**config.mk**
```make
export PLATFORM = sky130hd
export DESIGN_NAME = switch_debouncer
export DESIGN_NICKNAME = d
export VERILOG_FILES = /design/src/rtl/switch_debouncer_pkg.sv /design/src/rtl/switch_debouncer_debounce_bit.sv /design/src/rtl/switch_debouncer.sv
export SDC_FILE = /design/constraint.sdc
export NUM_CORES = 1
export LEC_CHECK = 0
export ABC_AREA = 1
export ABC_CLOCK_PERIOD_IN_PS = 2000
export BUFFER_PORTS_ARGS = -buffer_cell sky130_fd_sc_hd__buf_2
export CAP_MARGIN = 10
export CORE_MARGIN = 2
export CORE_UTILIZATION = 55
export CTS_CLUSTER_DIAMETER = 60
export DETAILED_ROUTE_END_ITERATION = 10
export GPL_TIMING_DRIVEN = 0
export PLACE_DENSITY = 0.72
export SLEW_MARGIN = 40
export SYNTH_ARGS = -nofsm -noshare
export SYNTH_HDL_FRONTEND = slang
export SYNTH_HIERARCHICAL = 1
export SYNTH_SLANG_ARGS = --single-unit
```
**constraint.sdc**
```tcl
create_clock -name clk -period 2 [get_ports clk]
set_clock_uncertainty 0.1 [all_clocks]
set_input_delay 0.2 -clock clk [delete_from_list [all_inputs] [get_ports clk]]
set_output_delay 0.2 -clock clk [all_outputs]
set_load 0.02 [all_outputs]
```
**src/rtl/switch_debouncer_pkg.sv**
```systemverilog
// switch_debouncer_pkg
//   Shared constants and types for the slide-switch debouncer.
//   - CLK_HZ / DEBOUNCE_MS give the default debounce time in clock cycles.
//   - clog2() sizes the per-bit stability counter from the cycle count.
//   - db_state_e is the per-bit two-state debounce FSM encoding.
package switch_debouncer_pkg;

  localparam int CLK_HZ      = 50_000_000;
  localparam int DEBOUNCE_MS = 10;

  // 10 ms at 50 MHz -> 500000 cycles.
  localparam int DEBOUNCE_CYCLES_DEF = (CLK_HZ / 1000) * DEBOUNCE_MS;

  // Bits needed to hold values 0 .. value-1.
  function automatic int clog2(input int value);
    int r;
    r = 0;
    for (int v = value - 1; v > 0; v = v >> 1) begin
      r = r + 1;
    end
    return r;
  endfunction

  localparam int CNT_W_DEF = clog2(DEBOUNCE_CYCLES_DEF);

  typedef enum logic {
    ST_STABLE   = 1'b0,  // synchronised input agrees with the debounced level
    ST_COUNTING = 1'b1   // disagreement seen, counting consecutive cycles
  } db_state_e;

endpackage

```
**src/rtl/switch_debouncer_debounce_bit.sv**
```systemverilog
// debounce_bit
//   Single-bit switch conditioner: two-flop synchroniser, stability counter,
//   two-state FSM and registered rise/fall pulses.
// Ports:
//   clk       - system clock, rising edge
//   reset     - asynchronous active-high reset
//   sw_raw_i  - raw switch level, asynchronous to clk
//   db_o      - debounced level
//   rise_o    - one-cycle pulse when db_o goes 0->1
//   fall_o    - one-cycle pulse when db_o goes 1->0
//   flip_o    - combinational: db_o will toggle on the coming edge
module debounce_bit
  import switch_debouncer_pkg::*;
#(
  parameter int DEBOUNCE_CYCLES = DEBOUNCE_CYCLES_DEF,
  parameter int CNT_W           = CNT_W_DEF
) (
  input  logic clk,
  input  logic reset,
  input  logic sw_raw_i,
  output logic db_o,
  output logic rise_o,
  output logic fall_o,
  output logic flip_o
);

  localparam logic [CNT_W-1:0] CNT_LAST = CNT_W'(DEBOUNCE_CYCLES - 1);

  logic             s1_q;
  logic             s2_q;
  logic             db_q;
  logic             rise_q;
  logic             fall_q;
  logic [CNT_W-1:0] cnt_q;
  db_state_e        state_q;
  logic             mismatch;

  assign mismatch = s2_q ^ db_q;

  // The final mismatching cycle of a full run: accept the new level now.
  assign flip_o = (state_q == ST_COUNTING) && mismatch && (cnt_q == CNT_LAST);

  always_ff @(posedge clk or posedge reset) begin
    if (reset) begin
      s1_q    <= 1'b0;
      s2_q    <= 1'b0;
      db_q    <= 1'b0;
      rise_q  <= 1'b0;
      fall_q  <= 1'b0;
      cnt_q   <= '0;
      state_q <= ST_STABLE;
    end else begin
      s1_q   <= sw_raw_i;
      s2_q   <= s1_q;
      rise_q <= 1'b0;
      fall_q <= 1'b0;
      case (state_q)
        ST_STABLE: begin
          if (mismatch) begin
            // First disagreeing cycle counts as one.
            cnt_q   <= CNT_W'(1);
            state_q <= ST_COUNTING;
          end else begin
            cnt_q <= '0;
          end
        end
        ST_COUNTING: begin
          if (!mismatch) begin
            // Any agreement discards the whole run.
            cnt_q   <= '0;
            state_q <= ST_STABLE;
          end else if (cnt_q == CNT_LAST) begin
            db_q    <= s2_q;
            rise_q  <= s2_q;
            fall_q  <= ~s2_q;
            cnt_q   <= '0;
            state_q <= ST_STABLE;
          end else begin
            cnt_q <= cnt_q + CNT_W'(1);
          end
        end
        default: begin
          cnt_q   <= '0;
          state_q <= ST_STABLE;
        end
      endcase
    end
  end

  assign db_o   = db_q;
  assign rise_o = rise_q;
  assign fall_o = fall_q;

endmodule

```
**src/rtl/switch_debouncer.sv**
```systemverilog
// switch_debouncer
//   Debounces WIDTH raw slide switches and produces edge pulses plus a
//   sticky change flag.
// Ports:
//   clk         - system clock, rising edge
//   reset       - asynchronous active-high reset
//   sw_raw      - raw switch levels, asynchronous to clk
//   clr_changed - synchronous clear of sw_changed
//   sw_db       - debounced switch levels
//   sw_rise     - one-cycle pulses on sw_db 0->1
//   sw_fall     - one-cycle pulses on sw_db 1->0
//   sw_changed  - sticky flag, set whenever any sw_db bit flips
module switch_debouncer
  import switch_debouncer_pkg::*;
#(
  parameter int WIDTH           = 8,
  parameter int DEBOUNCE_CYCLES = DEBOUNCE_CYCLES_DEF,
  parameter int CNT_W           = clog2(DEBOUNCE_CYCLES)
) (
  input  logic             clk,
  input  logic             reset,
  input  logic [WIDTH-1:0] sw_raw,
  input  logic             clr_changed,
  output logic [WIDTH-1:0] sw_db,
  output logic [WIDTH-1:0] sw_rise,
  output logic [WIDTH-1:0] sw_fall,
  output logic             sw_changed
);

  logic [WIDTH-1:0] flip;
  logic             sw_changed_q;
  logic             sw_changed_d;

  for (genvar gi = 0; gi < WIDTH; gi++) begin : g_bit
    debounce_bit #(
      .DEBOUNCE_CYCLES(DEBOUNCE_CYCLES),
      .CNT_W          (CNT_W)
    ) u_bit (
      .clk     (clk),
      .reset   (reset),
      .sw_raw_i(sw_raw[gi]),
      .db_o    (sw_db[gi]),
      .rise_o  (sw_rise[gi]),
      .fall_o  (sw_fall[gi]),
      .flip_o  (flip[gi])
    );
  end

  // A flip on the same edge as a clear keeps the flag set.
  always_comb begin
    sw_changed_d = sw_changed_q;
    if (clr_changed) sw_changed_d = 1'b0;
    if (|flip)       sw_changed_d = 1'b1;
  end

  always_ff @(posedge clk or posedge reset) begin
    if (reset) sw_changed_q <= 1'b0;
    else       sw_changed_q <= sw_changed_d;
  end

  assign sw_changed = sw_changed_q;

endmodule

```
==> results.toml <==
[synth]
yosysUniqueCellTypes = 23
seq_area_frac_synth = 0.420
synthCells = 1652
synth_top_area_frac = 0.420
syn_area_mm2 = 0.0120
ys_seq_elements = 201
yosys_warnings = 6
synth_top_area_cell = "dfrtp_1"
avgSynthCellArea_um2 = 7.25
synthTopCellsByArea = "dfrtp_1 (42%), nor2_1 (12%), nand2_1 (12%), inv_1 (6.3%), xor2_1 (4.7%)"
syn_nets = 1671

[job]
max_cap_viol_count = 0

[routing]
drt-initial-drc-count = 615
drc = 0
wl_per_cell_um = 12.9
drtPass1Iterations = 5
ant_nets = 0
viasPerCell = 5.10
vias = 10284
routed_wl_um = 26000

[floorplanning]
start_util = 0.565
die_x_um = 152
core_mm2 = 0.0212
boundaryPins = 36
die_area_mm2 = 0.0230
row_count = 53
fp.dieH_um = 152

[timing]
grt_setup_unrepaired = "no"
hold_viol_final = 0
finalSetupViolCount = 0
timing.slew.headroom = 0.631
setup_tns_ns = 0
fin_crit_ns = 1.82
min_period_over_period = 0.910
worst_pin_slew_ns = 0.553
max_freq_mhz = 550
final_max_slew_viol_count = 0

[worst_setup_path]
cp_max_fo = 3
path_class = "flip-flop to flip-flop"
arrival_ns = 2.12
reg2reg_slack_ns = 0.18
ff2ff_path_depth = 10
endpoint = "sw_changed$_DFFE_PP0P_"
endpoint_kind = "flip-flop"
start_kind = "flip-flop"
required_ns = 2.30
worstReg2RegStart = "g_bit[2].u_bit/cnt_q[0]$_DFF_PP0_"
rr_endpoint = "sw_changed$_DFFE_PP0P_"
startpoint = "g_bit[2].u_bit/cnt_q[0]$_DFF_PP0_"

[cells_and_area]
fill_cells = 1901
diodes = 0
drive_gt1_frac = 0.154
area_growth_pct = 12.3
seqCellArea_mm2 = 0.00503
multi_input_area_mm2 = 0.00598
fin_nets = 1744

[grt]
antenna_found_initial = 0
overflow = 0
grt_pass1_wl_um = 45300
grt_max_degree = 26
grt_usage = 0.238
grt_pass1_vias = 9826

[clock_tree]
insertion_delay_ns = 0.52
clk_pin_slew_ns = 0.06
numCtsBuffers = 26
cts_root_buf = "clkbuf_16"
post_cts_buffers = 0
clockBufferDepth = 3
clock_sinks = 201
tritoncts = "yes"
h-tree-depth = 1

[power]
p_leak_nw = 5.80
power.density_mw_per_mm2 = 689
fin_total_pwr_w = 0.00928
ir_drop_mv = 0.587

[placement]
hpwl_um = 19300
gp_congestion = 0.924
io_buffers = 35

[min_path]
hold_class = "input port to asynchronous set/reset pin"

[run_status]
status = "finished, final reports clean"
[registers in the layout (all words and copies together), names as in the netlist]
name	count
g_bit.u_bit/db_o	8
g_bit.u_bit/s1_q	8
g_bit.u_bit/rise_o	8
g_bit.u_bit/s2_q	8
g_bit.u_bit/cnt_q	152
g_bit.u_bit/fall_o	8
sw_changed	1
g_bit.u_bit/state_q	8
[cell usage after synthesis (all sizes together)]
library cell  instances
inv                 234
nand3b                8
and2                  1
nor2                454
o21ai                16
nand2               434
nand4                48
buf                   8
dfrtp               201
ha                    8
nor2b                 8
a21oi                24
nand3               112
nor3                 32
xor2                 64
[worst max-delay path, cell delays in order (launching register included)]
cell,delay [ns]
dfrtp_1,0.39
ha_1,0.25
nand2_1,0.12
nor2_1,0.07
nand2_1,0.07
nor2_1,0.04
nand2_1,0.15
inv_1,0.06
nor2_1,0.07
and2_0,0.29
nand2_1,0.09
[how the worst min path moves through the flow]
stage / cells after the start / to / from
6_report: 3 / sw_changed$_DFFE_PP0P_ / reset
5_1_grt: 3 / sw_changed$_DFFE_PP0P_ / reset
4_1_cts: 3 / sw_changed$_DFFE_PP0P_ / reset
3_5_place_dp: 2 / sw_changed$_DFFE_PP0P_ / reset
3_3_place_gp: 2 / sw_changed$_DFFE_PP0P_ / reset
2_1_floorplan: 1 / sw_changed$_DFFE_PP0P_ / reset
[per-layer routing]
layer	vias up	track usage	routed length (um)
li1	5239	-	-
met1	4758	0.340	12400
met2	253	0.393	11900
met3	34	0.0293	1280
met4	0	0.0509	386
met5	-	0	0
[repair_timing]
| item | CTS | global route |
|---|---|---|
| hold endpoints to repair | 210 | 0 |
| hold buffers | 10 | 0 |
| resized for setup | 0 | 0 |
[placed cells by master (no fill, tap or decap)]
cell type and instances:
a21oi_2 8, inv_6 3, nand3b_1 8, clkbuf_8 3, clkbuf_1 4, nand4_1 48
nand3_1 105, nand2_4 8, a21oi_1 16, and2_0 1, bufinv_16 1, inv_2 40
nor2_4 23, inv_1 194, clkbuf_16 27, xor2_1 64, inv_8 2, buf_2 35
nor2_2 35, buf_6 8, clkinvlp_4 2, nand2_1 372, clkinv_2 1, nand2_2 54
dlygate4sd3_1 10, nor2b_1 8, dfrtp_1 201, ha_1 8, clkinv_4 3, nor2_1 388
nor2_8 8, nand3_2 7, nor3_1 32, o21ai_0 16
[cell type report]
class | count | area share
clock buffers | 34 | 0.0544
inverters | 234 | 0.0653
multi-input cells | 1209 | 0.445
clock inverters | 12 | 0.00930
flip-flops and latches | 201 | 0.374
plain buffers | 8 | 0.00669
repair buffers | 45 | 0.0205
well taps | 275 | 0.0256
[cells by family (layout without fill, tap and decap cells)]
group                      count (synthesis)  in the layout  synth area share
adders and majority gates                  8              8           0.00836
buffers and inverters                    242            333            0.0808
DFF                                      201            201             0.420
xor gates and xnor gates                  64             64            0.0468
and+or+nand+nor                         1097           1097             0.425
AOI/OAI and AO/OA                         40             40            0.0192
[per-stage QoR]
step	hold WS [ns]	instances	util	instance area [um2]	worst slack (ns)
final	0.130	2018	0.634	13500	0.181
after global routing	0.141	2018	0.634	13500	0.00594
after CTS	0.123	2018	0.634	13500	0.236
after detailed placement	0.133	1962	0.589	12500	0.236
after global placement	0.0748	1962	0.589	12500	0.236
after floorplan	-0.171	1652	-	12000	0.574
[power breakdown]
part | internal (W) | switching (W)
combinational | 0.000161 | 0.000364
clock | 0.00274 | 0.00181
sequential | 0.00415 | 0.0000489
total | 0.00705 | 0.00222
No activity file was read; power rests on OpenSTA's default activity.
